### src/rtl/id_operand_stage_pkg.sv
// Shared constants, opcode encodings and field positions for the decode/operand-fetch stage.
package id_operand_stage_pkg;

    localparam int DW    = 12;
    localparam int AW    = 3;
    localparam int NREG  = 8;
    localparam int IMM_W = 6;

    localparam int OP_HI  = 11;
    localparam int OP_LO  = 9;
    localparam int RD_HI  = 8;
    localparam int RD_LO  = 6;
    localparam int RS1_HI = 5;
    localparam int RS1_LO = 3;
    localparam int RS2_HI = 2;
    localparam int RS2_LO = 0;

    typedef enum logic [2:0] {
        OP_NOP = 3'b000,
        OP_ADD = 3'b001,
        OP_SUB = 3'b010,
        OP_AND = 3'b011,
        OP_OR  = 3'b100,
        OP_LDI = 3'b101,
        OP_LD  = 3'b110,
        OP_ST  = 3'b111
    } opcode_t;

    typedef struct packed {
        logic uses_rs1;
        logic uses_rs2;
        logic wen;
        logic is_imm;
    } dec_t;

    function automatic dec_t decode_op(input logic [2:0] op);
        dec_t d;
        d = '{uses_rs1: 1'b0, uses_rs2: 1'b0, wen: 1'b0, is_imm: 1'b0};
        case (op)
            OP_ADD, OP_SUB, OP_AND, OP_OR: d = '{uses_rs1: 1'b1, uses_rs2: 1'b1, wen: 1'b1, is_imm: 1'b0};
            OP_LDI:                        d = '{uses_rs1: 1'b0, uses_rs2: 1'b0, wen: 1'b1, is_imm: 1'b1};
            OP_LD:                         d = '{uses_rs1: 1'b1, uses_rs2: 1'b0, wen: 1'b1, is_imm: 1'b0};
            OP_ST:                         d = '{uses_rs1: 1'b1, uses_rs2: 1'b1, wen: 1'b0, is_imm: 1'b0};
            default:                       d = '{uses_rs1: 1'b0, uses_rs2: 1'b0, wen: 1'b0, is_imm: 1'b0};
        endcase
        return d;
    endfunction

endpackage

### src/rtl/id_operand_stage_if.sv
// Fetch, register-file, execute and writeback signals of the operand stage.
interface id_operand_stage_if;
    import id_operand_stage_pkg::*;

    logic          in_valid;
    logic          in_ready;
    logic [DW-1:0] in_instr;
    logic          rf_read2;
    logic [AW-1:0] rf_adr2;
    logic [DW-1:0] rf_data2;
    logic          rf_read3;
    logic [AW-1:0] rf_adr3;
    logic [DW-1:0] rf_data3;
    logic          ex_valid;
    logic          ex_ready;
    logic [2:0]    ex_op;
    logic [AW-1:0] ex_rd;
    logic          ex_wen;
    logic [DW-1:0] ex_opa;
    logic [DW-1:0] ex_opb;
    logic          wb_valid;
    logic [AW-1:0] wb_adr;
    logic [NREG-1:0] sb_busy;

    modport master (
        output in_valid, in_instr, rf_data2, rf_data3, ex_ready, wb_valid, wb_adr,
        input  in_ready, rf_read2, rf_adr2, rf_read3, rf_adr3,
               ex_valid, ex_op, ex_rd, ex_wen, ex_opa, ex_opb, sb_busy
    );

    modport slave (
        input  in_valid, in_instr, rf_data2, rf_data3, ex_ready, wb_valid, wb_adr,
        output in_ready, rf_read2, rf_adr2, rf_read3, rf_adr3,
               ex_valid, ex_op, ex_rd, ex_wen, ex_opa, ex_opb, sb_busy
    );

endinterface

### src/rtl/id_scoreboard.sv
// Pending-write bits per register with set/clear and a three-source hazard lookup.
module id_scoreboard
    import id_operand_stage_pkg::*;
(
    input  logic            clk,
    input  logic            rst_n,
    input  logic            set_en,
    input  logic [AW-1:0]   set_adr,
    input  logic            clr_en,
    input  logic [AW-1:0]   clr_adr,
    input  logic            chk1_en,
    input  logic [AW-1:0]   chk1_adr,
    input  logic            chk2_en,
    input  logic [AW-1:0]   chk2_adr,
    input  logic            chk3_en,
    input  logic [AW-1:0]   chk3_adr,
    output logic            hazard,
    output logic [NREG-1:0] busy
);

    logic [NREG-1:0] busy_r;
    logic [NREG-1:0] set_mask_s;
    logic [NREG-1:0] clr_mask_s;

    // One-hot set/clear masks; set is OR-ed after the clear so it wins on a collision.
    always_comb begin
        set_mask_s = {NREG{1'b0}};
        clr_mask_s = {NREG{1'b0}};
        if (set_en) begin
            set_mask_s[set_adr] = 1'b1;
        end else begin
            set_mask_s = {NREG{1'b0}};
        end
        if (clr_en) begin
            clr_mask_s[clr_adr] = 1'b1;
        end else begin
            clr_mask_s = {NREG{1'b0}};
        end
    end

    // Pending bits register.
    always_ff @(posedge clk or negedge rst_n) begin
        if (!rst_n) begin
            busy_r <= {NREG{1'b0}};
        end else begin
            busy_r <= (busy_r & ~clr_mask_s) | set_mask_s;
        end
    end

    // Lookup uses the registered bits only, so a clear is seen one cycle after wb.
    assign hazard = (chk1_en && busy_r[chk1_adr]) ||
                    (chk2_en && busy_r[chk2_adr]) ||
                    (chk3_en && busy_r[chk3_adr]);
    assign busy   = busy_r;

endmodule

### src/rtl/id_operand_stage.sv
// Decode/operand-fetch stage: regfile read, hazard stall and the ID/EX pipeline register.
module id_operand_stage
    import id_operand_stage_pkg::*;
(
    input  logic               clk,
    input  logic               rst_n,
    id_operand_stage_if.slave  bus
);

    logic [2:0]      op_s;
    logic [AW-1:0]   rd_s;
    logic [AW-1:0]   rs1_s;
    logic [AW-1:0]   rs2_s;
    dec_t            dec_s;
    logic            read2_s;
    logic            read3_s;
    logic [DW-1:0]   opa_s;
    logic [DW-1:0]   opb_s;
    logic            stall_s;
    logic            in_ready_s;
    logic            accept_s;
    logic [NREG-1:0] sb_busy_s;

    logic            ex_valid_r;
    logic [2:0]      ex_op_r;
    logic [AW-1:0]   ex_rd_r;
    logic            ex_wen_r;
    logic [DW-1:0]   ex_opa_r;
    logic [DW-1:0]   ex_opb_r;

    assign op_s  = bus.in_instr[OP_HI:OP_LO];
    assign rd_s  = bus.in_instr[RD_HI:RD_LO];
    assign rs1_s = bus.in_instr[RS1_HI:RS1_LO];
    assign rs2_s = bus.in_instr[RS2_HI:RS2_LO];
    assign dec_s = decode_op(op_s);

    // Read enables and operand selection; unused operands are forced to zero.
    always_comb begin
        read2_s = 1'b0;
        read3_s = 1'b0;
        opa_s   = {DW{1'b0}};
        opb_s   = {DW{1'b0}};
        if (bus.in_valid) begin
            read2_s = dec_s.uses_rs1;
            read3_s = dec_s.uses_rs2;
        end else begin
            read2_s = 1'b0;
            read3_s = 1'b0;
        end
        if (dec_s.uses_rs1) begin
            opa_s = bus.rf_data2;
        end else begin
            opa_s = {DW{1'b0}};
        end
        if (dec_s.is_imm) begin
            opb_s = {{(DW-IMM_W){1'b0}}, bus.in_instr[IMM_W-1:0]};
        end else if (dec_s.uses_rs2) begin
            opb_s = bus.rf_data3;
        end else begin
            opb_s = {DW{1'b0}};
        end
    end

    id_scoreboard u_sb (
        .clk      (clk),
        .rst_n    (rst_n),
        .set_en   (accept_s && dec_s.wen),
        .set_adr  (rd_s),
        .clr_en   (bus.wb_valid),
        .clr_adr  (bus.wb_adr),
        .chk1_en  (bus.in_valid && dec_s.uses_rs1),
        .chk1_adr (rs1_s),
        .chk2_en  (bus.in_valid && dec_s.uses_rs2),
        .chk2_adr (rs2_s),
        .chk3_en  (bus.in_valid && dec_s.wen),
        .chk3_adr (rd_s),
        .hazard   (stall_s),
        .busy     (sb_busy_s)
    );

    assign in_ready_s = !stall_s && (!ex_valid_r || bus.ex_ready);
    assign accept_s   = bus.in_valid && in_ready_s;

    // ID/EX pipeline register: load on accept, drain on consume, otherwise hold.
    always_ff @(posedge clk or negedge rst_n) begin
        if (!rst_n) begin
            ex_valid_r <= 1'b0;
            ex_op_r    <= 3'b000;
            ex_rd_r    <= {AW{1'b0}};
            ex_wen_r   <= 1'b0;
            ex_opa_r   <= {DW{1'b0}};
            ex_opb_r   <= {DW{1'b0}};
        end else if (accept_s) begin
            ex_valid_r <= 1'b1;
            ex_op_r    <= op_s;
            ex_rd_r    <= rd_s;
            ex_wen_r   <= dec_s.wen;
            ex_opa_r   <= opa_s;
            ex_opb_r   <= opb_s;
        end else if (bus.ex_ready) begin
            ex_valid_r <= 1'b0;
        end else begin
            ex_valid_r <= ex_valid_r;
        end
    end

    assign bus.in_ready = in_ready_s;
    assign bus.rf_read2 = read2_s;
    assign bus.rf_adr2  = rs1_s;
    assign bus.rf_read3 = read3_s;
    assign bus.rf_adr3  = rs2_s;
    assign bus.ex_valid = ex_valid_r;
    assign bus.ex_op    = ex_op_r;
    assign bus.ex_rd    = ex_rd_r;
    assign bus.ex_wen   = ex_wen_r;
    assign bus.ex_opa   = ex_opa_r;
    assign bus.ex_opb   = ex_opb_r;
    assign bus.sb_busy  = sb_busy_s;

endmodule

### src/flat_wrapper.sv
// flat-port wrapper written by rule: the top's interface ports become plain ports
module id_operand_stage_flat import id_operand_stage_pkg::*;
  (clk, rst_n, bus_in_valid, bus_in_instr, bus_rf_data2, bus_rf_data3, bus_ex_ready, bus_wb_valid, bus_wb_adr, bus_in_ready, bus_rf_read2, bus_rf_adr2, bus_rf_read3, bus_rf_adr3, bus_ex_valid, bus_ex_op, bus_ex_rd, bus_ex_wen, bus_ex_opa, bus_ex_opb, bus_sb_busy);
  id_operand_stage_if bus_i ();
  input  logic clk;
  input  logic rst_n;
  input wire logic [$bits(bus_i.in_valid)-1:0] bus_in_valid;
  input wire logic [$bits(bus_i.in_instr)-1:0] bus_in_instr;
  input wire logic [$bits(bus_i.rf_data2)-1:0] bus_rf_data2;
  input wire logic [$bits(bus_i.rf_data3)-1:0] bus_rf_data3;
  input wire logic [$bits(bus_i.ex_ready)-1:0] bus_ex_ready;
  input wire logic [$bits(bus_i.wb_valid)-1:0] bus_wb_valid;
  input wire logic [$bits(bus_i.wb_adr)-1:0] bus_wb_adr;
  output wire logic [$bits(bus_i.in_ready)-1:0] bus_in_ready;
  output wire logic [$bits(bus_i.rf_read2)-1:0] bus_rf_read2;
  output wire logic [$bits(bus_i.rf_adr2)-1:0] bus_rf_adr2;
  output wire logic [$bits(bus_i.rf_read3)-1:0] bus_rf_read3;
  output wire logic [$bits(bus_i.rf_adr3)-1:0] bus_rf_adr3;
  output wire logic [$bits(bus_i.ex_valid)-1:0] bus_ex_valid;
  output wire logic [$bits(bus_i.ex_op)-1:0] bus_ex_op;
  output wire logic [$bits(bus_i.ex_rd)-1:0] bus_ex_rd;
  output wire logic [$bits(bus_i.ex_wen)-1:0] bus_ex_wen;
  output wire logic [$bits(bus_i.ex_opa)-1:0] bus_ex_opa;
  output wire logic [$bits(bus_i.ex_opb)-1:0] bus_ex_opb;
  output wire logic [$bits(bus_i.sb_busy)-1:0] bus_sb_busy;
  assign bus_i.in_valid = bus_in_valid;
  assign bus_i.in_instr = bus_in_instr;
  assign bus_i.rf_data2 = bus_rf_data2;
  assign bus_i.rf_data3 = bus_rf_data3;
  assign bus_i.ex_ready = bus_ex_ready;
  assign bus_i.wb_valid = bus_wb_valid;
  assign bus_i.wb_adr = bus_wb_adr;
  assign bus_in_ready = bus_i.in_ready;
  assign bus_rf_read2 = bus_i.rf_read2;
  assign bus_rf_adr2 = bus_i.rf_adr2;
  assign bus_rf_read3 = bus_i.rf_read3;
  assign bus_rf_adr3 = bus_i.rf_adr3;
  assign bus_ex_valid = bus_i.ex_valid;
  assign bus_ex_op = bus_i.ex_op;
  assign bus_ex_rd = bus_i.ex_rd;
  assign bus_ex_wen = bus_i.ex_wen;
  assign bus_ex_opa = bus_i.ex_opa;
  assign bus_ex_opb = bus_i.ex_opb;
  assign bus_sb_busy = bus_i.sb_busy;
  id_operand_stage u_core (.clk(clk), .rst_n(rst_n), .bus(bus_i));
endmodule
### config.mk
export PLATFORM = sky130hd
export DESIGN_NAME = id_operand_stage_flat
export DESIGN_NICKNAME = d
export VERILOG_FILES = /design/src/rtl/id_operand_stage_pkg.sv /design/src/rtl/id_operand_stage_if.sv /design/src/rtl/id_scoreboard.sv /design/src/rtl/id_operand_stage.sv /design/src/flat_wrapper.sv
export SDC_FILE = /design/constraint.sdc
export NUM_CORES = 1
export LEC_CHECK = 0
export ABC_CLOCK_PERIOD_IN_PS = 2600
export CORE_AREA = 2 2 76 78
export CTS_BUF_LIST = sky130_fd_sc_hd__clkbuf_4 sky130_fd_sc_hd__clkbuf_8
export DETAILED_ROUTE_END_ITERATION = 12
export DIE_AREA = 0 0 78 80
export GPL_ROUTABILITY_DRIVEN = 0
export GPL_TIMING_DRIVEN = 0
export HOLD_SLACK_MARGIN = 0.12
export PLACE_DENSITY_LB_ADDON = 0.3
export RECOVER_POWER = 100
export SLEW_MARGIN = 15
export SYNTH_ARGS = -nofsm -noshare
export SYNTH_HDL_FRONTEND = slang
export SYNTH_HIERARCHICAL = 1
export SYNTH_SLANG_ARGS = --single-unit
### constraint.sdc
create_clock -name clk -period 2.6 [get_ports clk]
set_input_delay 0.52 -clock clk [delete_from_list [all_inputs] [get_ports clk]]
set_output_delay 0.52 -clock clk [all_outputs]
set_load 0.01 [all_outputs]
## After elaboration in Yosys (flattened, before gate mapping)

Cells that the tools add are included.

- Muxes and demuxes: 20
- Equal/unequal tests: 7
- $lt $le $gt $ge: 6
- Reductions and logical operators: 18
- Bitwise logic cells: 3

Operators with widths:

| cell | number |
|---|---|
| 12-bit two-way mux | 3 |
| 3-bit by 4-bit less-than comparator with 1-bit output (second input constant) | 4 |
| 8-bit two-way mux | 2 |
| 4-bit case mux with 4 select lines | 1 |
| 3-bit == test (second input constant) | 4 |
| 1-bit logical AND | 11 |
| 1-bit binary-select mux with 3-bit select | 3 |
| 1-bit two-way mux | 9 |
| 8-bit bitwise AND | 1 |
| 8-bit inverter | 1 |
| 8-bit bitwise OR | 1 |
| 1-bit demux with 3-bit select | 2 |
| 3-bit by 2-bit == test with 1-bit output (second input constant) | 2 |
| 3-bit by 1-bit greater-or-equal comparator with 1-bit output (second input constant) | 2 |
| 4-bit OR reduction | 1 |
| 3-bit by 1-bit == test with 1-bit output (second input constant) | 1 |
| 1-bit logical OR | 3 |
| 1-bit logical NOT | 2 |
| 2-bit nonzero test | 1 |

- Word-level logic and storage cells: 61
- Bits in registers: 40
- Output and inout port bits: 49
- Bits of input ports: 44

## Logic depth before layout (Yosys ltp)

Gate-level depths: netlist of the first run.

- Depth after elaboration: 13
- Depth in mapped cells: 14
- Depth with buffers taken out: 12

## Modules after synthesis

Netlist of the first run, hierarchy kept.

Modules (own cells, without submodules):

| module | area an instance (µm²) | cells an instance | instances | seq. area each (µm²) |
|---|---|---|---|---|
| id_operand_stage | 1,453.9 | 125 | 1 | 800.8 |
| id_scoreboard | 585.6 | 62 | 1 | 200.2 |

## Worst setup path before layout of the first run

No wires, ideal clock.

- Path kind: input-to-output
- Start: input bus_in_instr[9]
- End: output bus_in_ready
- Path buffers: 1
- Stages: 11
- Arrival time: 2,347 ps
- Required time: 2,080 ps
- Setup slack: -267 ps
- Cell sequence: xor2_2 -> o21ai_1 -> nor2_1 -> nand3b_1 -> o32ai_1 -> nor3_1 -> nand3_1 -> inv_1 -> clkbuf_1 -> nand2_1 -> inv_1

- Cells in the longest elaborated chain, start to end: 9
- Elaborated cells on any way between the ends: 19
- Classes of those cells: eq/ne (7); mux (1); reduce/logical (11)

RTL lines:

| item | RTL line | text |
|---|---|---|
| start: declaration | flat_wrapper.sv:8 | `input wire logic [$bits(bus_i.in_instr)-1:0] bus_in_instr;` |
| 3-bit by 1-bit == test with 1-bit output (tied with other cells) | id_operand_stage_pkg.sv:39 | `case (op)` |
| 4-bit OR reduction | id_operand_stage_pkg.sv:39 |  |
| 4-bit case mux with 4 select lines * | id_operand_stage_pkg.sv:39 |  |
| 1-bit logical AND (on tied branches) | id_operand_stage.sv:71, id_operand_stage.sv:73 |  |
| 1-bit logical AND (on tied branches) | id_scoreboard.sv:51, id_scoreboard.sv:52 |  |
| 1-bit logical OR | id_scoreboard.sv:51 | `assign hazard = (chk1_en && busy_r[chk1_adr]) \|\|` |
| 1-bit logical OR * | id_scoreboard.sv:52 | `(chk2_en && busy_r[chk2_adr]) \|\|` |
| via u_core.stall_s | id_operand_stage.sv:19 | `logic stall_s;` |
| 1-bit logical NOT * | id_operand_stage.sv:81 | `assign in_ready_s = !stall_s && (!ex_valid_r \|\| bus.ex_ready);` |
| 1-bit logical AND * | id_operand_stage.sv:81 |  |
| end: declaration | flat_wrapper.sv:14 | `output wire logic [$bits(bus_i.in_ready)-1:0] bus_in_ready;` |

The timed path passes the listed nets; every way through them passes the cells marked *.

## Final worst setup path of the first run

- Start: input bus_in_instr[11]
- End: output bus_in_ready

The elaborated chain is that of the path after synthesis.

==> impl_metrics.csv, run 1 <==
group,metric,value,unit
yosys,seq_area_frac_synth,0.491,
route,num_vias,2015,
floorplanning,rows,27,
global_route,grt_pass1_wl,10100,um
timing,timing.final.crit_share,1.01,
route,routed_via_density,5.37,
yosys,synthTopCellsByArea,"dfrtp_1, a22o_2, mux2i_1, mux2_2, a31oi_1",
global_route,grtUsageTotal,0.209,
clocking,cts_buffers,5,
yosys,syn_inst,187,
pwr,p_leak,0.00149,uW
timing,grt_setup_unrepaired,"yes",
yosys,ys_warn_count,6,
critical_path,crit_fanout,6,
global_route,grt_pass1_vias,1973,
critical_path,start_kind,"primary input",
critical_path,crit_arrival,2.10,ns
job,max_cap_viol_count,0,
yosys,synth_top_area_frac,0.491,
critical_path,worstPathRequired,2.08,ns
yosys,netlist_area,2040,um2
route,wl_per_cell,17.1,um
place,post-dp-hpwl,4360,um
clocking,insertion_delay,0.30,ns
final_layout,multi_input_area,1070,um2
outcome,violations,"negative setup slack",
clocking,clockBufferDepth,2,
timing,skew,0.00604,ns
global_route,grt_max_degree,30,
yosys,synth.most_common_cell,"dfrtp_1",
timing,fin_tns_setup,-0.0160,ns
floorplanning,ios,93,
clocking,cts-root-buf,"clkbuf_8",
yosys,avgSynthCellArea,10.9,um2
route,drtIter0Drc,93,
floorplanning,die_y,80,um
route,firstDrtPassIters,4,
yosys,synth-seq-cells,40,
clocking,clk_pin_slew,0.08,ns
route,ant_nets,0,
final_layout,nets,346,
critical_path,crit_type,"primary input to output pin",
pwr,powerDensity,849,nW/um2
yosys,netlist-cell-type-count,35,
floorplanning,die_area,6240,um2
route,drt_wl_total,6410,um
yosys,async_reset_ff_frac,1.00,
clocking,cts_tree,"yes",
yosys,synth_edf_count,0,
timing,slew_headroom,0.506,
yosys,syn_nets,231,
pwr,totalPowerFinal,2960,uW
timing,report.final.slew_viol_count,0,
yosys,yosys_most_used_dff,"dfrtp_1",
timing,tightest_slew,0.741,ns
floorplanning,die_w,78,um
final_layout,final_area,3490,um2
final_layout,antenna_cells,0,
final_layout,area_delta_synth_final,71.0,%
hold_path,hp-class,"register to register",
timing,hold_viol,0,
pwr,ir_drop,0.503,mV
route,drc,0,
timing,period_needed,2.62,ns
clocking,cts.htree.levels,2,
floorplanning,initial_core_util,0.377,
yosys,synth_top_area_cell,"dfrtp_1",
yosys,yosys-top-cells-count,"dfrtp_1, nand2_1, a31oi_1, o21ai_0, a22o_2",
clocking,cts.sinks,40,
timing,fmax,0.382,GHz
final_layout,drive_gt1_frac,0.297,
outcome,status,"finished, violations left",
final_layout,fillCellCount,437,
critical_path,endpoint_kind,"output pin",
timing,setup_viol_count_final,1,
floorplanning,core_area,5410,um2
global_route,antenna_found_initial,0,
final_layout,seqCellArea,1010,um2
place,post_dp_cell_area,3070,um2
timing,holdWs,0.488,ns
place,port_buffers,91,
global_route,overflow,0,
timing,final.setup.worst_slack,-0.0160,ns
repair_timing:
action | 4_1_cts | 5_1_grt
resized for setup | 64 | 27
pin swaps | 8 | 8
hold endpoints to repair | 11 | 0
buffers inserted | 11 | 5
setup endpoints to repair | 43 | 17
hold buffers | 1 | 0
placed cells by master (no fill, tap or decap), types with 3 or more instances in the layout:
cell type and instances:
buf_4 23, a22o_2 10, buf_8 4, mux2_2 7, buf_6 3, o211ai_1 6, clkdlybuf4s50_1 43, dfrtp_2 4
clkbuf_2 4, dlygate4sd2_1 3, mux2i_1 5, nor2_1 3, o21ai_0 12, nand4_1 6, clkbuf_8 7, nand2_1 13
nand3_1 4, buf_2 3, dfrtp_1 36, o31ai_1 4, dlygate4sd3_1 36, nand2b_1 7, a31oi_1 12, o2bb2ai_1 7
routing by layer:
layer / vias up / part of all wire / wire (um) / GRT usage
met5: - / 0 / 0 / 0
met4: 0 / 0.015 / 97 / 0.0719
met3: 10 / 0.052 / 336 / 0.0396
met2: 78 / 0.52 / 3350 / 0.349
met1: 978 / 0.41 / 2630 / 0.273
li1: 949 / - / - / -
worst max-delay path, stage by stage:
cell	delay (ns)
buf_4	0.14
xor2_4	0.16
o21ai_4	0.17
nor2_4	0.07
nand3b_1	0.13
o32ai_4	0.11
nor3_2	0.25
nand3_2	0.12
inv_2	0.10
buf_8	0.10
nand2_4	0.04
inv_2	0.07
buf_6	0.10
per-stage QoR:
step	setup WS, ns	std cells	util
floorplan	0.0116	187	-
global placement	-1.35	350	0.565
detailed placement	-1.43	351	0.567
CTS	-0.0164	370	0.630
global route	-0.0962	375	0.645
finish	-0.0160	375	0.645
registers in the layout (all words and copies together), names as in the netlist:
register,count
u_core/u_sb/busy,8
u_core/bus.ex_opa,12
u_core/bus.ex_wen,1
u_core/bus.ex_valid,1
u_core/bus.ex_rd,3
u_core/bus.ex_opb,12
u_core/bus.ex_op,3
final cells by class:
cell class / instances / area share
sequential: 40 / 0.288
buffer: 17 / 0.0380
tap: 72 / 0.0258
clock inverter: 1 / 0.00861
multi-input combinational: 125 / 0.308
clock buffer: 7 / 0.0276
timing repair buffer: 109 / 0.298
inverter: 4 / 0.00502
power breakdown:
group | switching [uW] | internal [uW]
Clock | 217 | 339
Combinational | 599 | 784
Sequential | 154 | 869
cells by family (layout without fill, tap and decap cells):
logic type,Yosys count,count (layout),share of synthesized area
DFF,40,40,0.491
and+or+nand+nor,50,50,0.134
xor gates and xnor gates,1,1,0.00798
buffers and inverters,22,138,0.0564
muxes,17,17,0.104
AOI/OAI and AO/OA,57,57,0.207
final timing paths:
kind / slack [ns] / to / cells past startpoint / startpoint
worst min register to register: 0.49 / u_core/bus.ex_opb[9]$_DFFE_PN0P_ / 1 / u_core/bus.ex_opb[9]$_DFFE_PN0P_
max in group asynchronous: 0.63 / u_core/u_sb/busy[1]$_DFF_PN0_ / 3 / rst_n
min in group asynchronous: 0.76 / u_core/bus.ex_opa[2]$_DFFE_PN0P_ / 2 / rst_n
worst max-delay path: -0.02 / bus_in_ready / 13 / bus_in_instr[11]
worst min-delay path: 0.49 / u_core/bus.ex_opb[9]$_DFFE_PN0P_ / 1 / u_core/bus.ex_opb[9]$_DFFE_PN0P_
worst max register to register: 0.13 / u_core/bus.ex_opa[7]$_DFFE_PN0P_ / 9 / u_core/u_sb/busy[1]$_DFF_PN0_
(Power assumes the default switching activity.)
==> run 2: changes to the inputs <==
--- a/config.mk
+++ b/config.mk
@@ -5,17 +5,19 @@
 export SDC_FILE = /design/constraint.sdc
 export NUM_CORES = 1
 export LEC_CHECK = 0
+export ABC_AREA = 1
 export ABC_CLOCK_PERIOD_IN_PS = 2600
-export CORE_AREA = 2 2 76 78
+export CORE_AREA = 2 2 77 79
 export CTS_BUF_LIST = sky130_fd_sc_hd__clkbuf_4 sky130_fd_sc_hd__clkbuf_8
 export DETAILED_ROUTE_END_ITERATION = 12
-export DIE_AREA = 0 0 78 80
+export DIE_AREA = 0 0 79 81
 export GPL_ROUTABILITY_DRIVEN = 0
 export GPL_TIMING_DRIVEN = 0
 export HOLD_SLACK_MARGIN = 0.12
 export PLACE_DENSITY_LB_ADDON = 0.3
 export RECOVER_POWER = 100
-export SLEW_MARGIN = 15
+export SKIP_LAST_GASP = 1
+export SLEW_MARGIN = 20
 export SYNTH_ARGS = -nofsm -noshare
 export SYNTH_HDL_FRONTEND = slang
 export SYNTH_HIERARCHICAL = 1
==> run 2 against run 1 <==
Compared with the run above:
- the run now ends clean
- synthesized cell count grew 58%
- critical path depth shrank 5
- final cell count grew 26%
- clock skew shrank 0.0026 ns
- synthesized area grew 2.8%
- non-clock buffer count shrank 17
- die area grew 2.5%
- first-iteration DRC count grew 52%
- maximum frequency grew 6.5%
- sequential power shrank 15%
- register-to-register slack gained 0.45 ns
- critical endpoint is now bus_rf_read3
==> impl_metrics.csv, run 2 <==
group,metric,value,unit
timing,skew,0.00340,ns
global_route,top_usage_layer,"met2",
pwr,ir_drop,0.328,mV
route,drtIter0Drc,141,
critical_path,crit_fanout,10,
clocking,cts_buffers,5,
global_route,met3_usage,0.0511,
route,drt_wl_total,5600,um
critical_path,worstPathCellList,"dlygate4sd2_1, inv_1, o21ai_2, nand3_2, buf_6, nand2_1, inv_1, dlygate4sd3_1",
critical_path,endpoint_kind,"output pin",
final_layout,layout_common_cells,"nand2_1, inv_1, dlygate4sd3_1",
timing,tightest_slew,1.31,ns
route,wl_per_cell,11.9,um
final_layout,final_util,0.563,
clocking,cts.htree.levels,2,
clocking,clk_pin_slew,0.07,ns
pwr,swShare,0.328,
route,drc,0,
pwr,seqPwrFrac,0.410,
timing,fmax,0.407,GHz
yosys,synth_top_area_cell,"dfrtp_1",
timing,holdWs,0.318,ns
critical_path,crit_path_max_incr_delay,0.61,ns
yosys,async_reset_ff_frac,1.00,
critical_path,crit_family,"buffers and inverters",
yosys,synthTopCellsByArea,"dfrtp_1, nand2_1, inv_1, nand3_1, o21ai_0",
pwr,powerDensity,661,nW/um2
yosys,synth-seq-cells,40,
final_layout,area_delta_synth_final,52.5,%
yosys,synth_edf_count,0,
place,port_buffers,92,
critical_path,critPathSlowestCell,"dlygate4sd3_1",
global_route,grt_max_degree,26,
timing,slew_headroom,0.124,
global_route,grtUsageTotal,0.185,
pwr,clkPwrFrac,0.207,
clocking,clockBufferDepth,2,
floorplanning,core_area,5680,um2
yosys,yosys_most_used_dff,"dfrtp_1",
pwr,p_leak,0.00171,uW
clocking,cts.sinks,40,
floorplanning,die_w,79,um
yosys,synth_top_area_frac,0.477,
yosys,yosys-top-cells-count,"nand2_1, inv_1, dfrtp_1",
clocking,cts_tree,"yes",
yosys,avgSynthCellArea,7.11,um2
place,post-dp-hpwl,4380,um
route,ant_nets,0,
clocking,hold_buffers,0,
global_route,antenna_found_initial,0,
timing,hold_viol,0,
route,num_vias,2144,
timing,timing.final.crit_share,0.945,
yosys,seq_area_frac_synth,0.477,
critical_path,path_buf_inv,5,
global_route,grt_pass1_wl,9320,um
floorplanning,initial_core_util,0.369,
global_route,met2_usage,0.311,
final_layout,nets,441,
pwr,power_frac_comb,0.383,
critical_path,start_kind,"primary input",
final_layout,drive_gt1_frac,0.0680,
critical_path,cp.depth,8,
final_layout,layout_commonest_cell,"nand2_1",
global_route,overflow,0,
yosys,netlist_area,2100,um2
clocking,cts-root-buf,"clkbuf_8",
critical_path,worstPathRequired,2.08,ns
job,max_cap_viol_count,0,
global_route,grt_use_met1,0.232,
floorplanning,die_area,6400,um2
route,routed_via_density,4.54,
route,firstDrtPassIters,5,
floorplanning,die_y,81,um
yosys,ys_warn_count,6,
final_layout,antenna_cells,0,
timing,period_needed,2.46,ns
yosys,syn_inst,295,
hold_path,hp-class,"primary input to asynchronous set/reset pin",
critical_path,rr_worst_depth,12,
yosys,netlist-cell-type-count,16,
yosys,syn_nets,339,
pwr,p_int,1420,uW
timing,report.final.slew_viol_count,0,
floorplanning,ios,93,
pwr,p_switching,693,uW
global_route,grt_pass1_vias,2072,
floorplanning,rows,28,
timing,grt_setup_unrepaired,"no",
critical_path,cpMostUsedCell,"inv_1",
yosys,synth.most_common_cell,"nand2_1",
outcome,status,"finished, final reports clean",
clocking,insertion_delay,0.28,ns
critical_path,crit_arrival,1.94,ns
timing,setup_viol_count_final,0,
critical_path,crit_type,"primary input to output pin",
run 2: cell types whose count changed in the layout (fill, tap and decap cells not counted), sizes merged, moves of 8 or more:
cell	previous run	this run
a22o	12	0
a31oi	12	0
buf	34	11
dlygate4sd3	36	45
inv	4	49
mux2i	8	0
nand2	15	105
nand3	6	31
nor2	4	15
o21ai	13	33
run 2: routing by layer:
metal / vias up / routed length (um)
li1: 1104 / -
met1: 962 / 2430
met2: 74 / 2680
met3: 4 / 442
met4: 0 / 48
met5: - / 0
run 2: timing repair:
| item | CTS | global route |
|---|---|---|
| pin swaps | 2 | 2 |
| endpoints found under the setup margin | 3 | 2 |
| gates resized for setup | 10 | 11 |
| buffers inserted | 2 | 0 |
run 2: cells by family after synthesis:
group	after synthesis	share of synthesized area
buffers and inverters	63	0.131
DFF	40	0.477
and+or+nand+nor	152	0.295
AOI/OAI and AO/OA	40	0.0967
run 2: final cells by class:
cell class / count / area, um2
fill: 562 / 2480
sequential: 40 / 1000
timing repair buffer: 95 / 908
multi-input combinational: 192 / 827
inverter: 49 / 184
clock buffer: 7 / 96.3
tap: 75 / 93.8
buffer: 14 / 87.6
run 2: power by group through the flow:
stage                     combinational [uW]  sequential [uW]  clock [uW]
after global placement                   872              883           0
final                                    810              866         437
after CTS                                894              877         456
after detailed placement                 892              882           0
after floorplan                          297              955           0
after global routing                     910              892         482
run 2: path summary, 6_finish.rpt:
path	start	end	slack [ns]
min in group clk	u_core/bus.ex_opa[3]$_DFFE_PN0P_	u_core/bus.ex_opa[3]$_DFFE_PN0P_	0.48
min	rst_n	u_core/bus.ex_opb[4]$_DFFE_PN0P_	0.32
max reg2reg	u_core/u_sb/busy[3]$_DFF_PN0_	u_core/bus.ex_opa[11]$_DFFE_PN0P_	0.58
max	bus_in_instr[11]	bus_rf_read3	0.14
min reg2reg	u_core/bus.ex_opa[3]$_DFFE_PN0P_	u_core/bus.ex_opa[3]$_DFFE_PN0P_	0.48
max in group asynchronous	rst_n	u_core/bus.ex_opa[1]$_DFFE_PN0P_	0.60
run 2: stage by stage:
stage | setup WS, ns | power, uW | cells | area [um2] | setup TNS, ns
4_1_cts | 0.000513 | 2230 | 472 | 3240 | 0
3_5_place_dp | -0.694 | 1770 | 463 | 3130 | -7.38
5_1_grt | 0.0268 | 2290 | 472 | 3200 | 0
6_report | 0.144 | 2110 | 472 | 3200 | 0
2_1_floorplan | 0.546 | 1250 | 295 | 2100 | 0
3_3_place_gp | -0.681 | 1760 | 462 | 3110 | -8.76
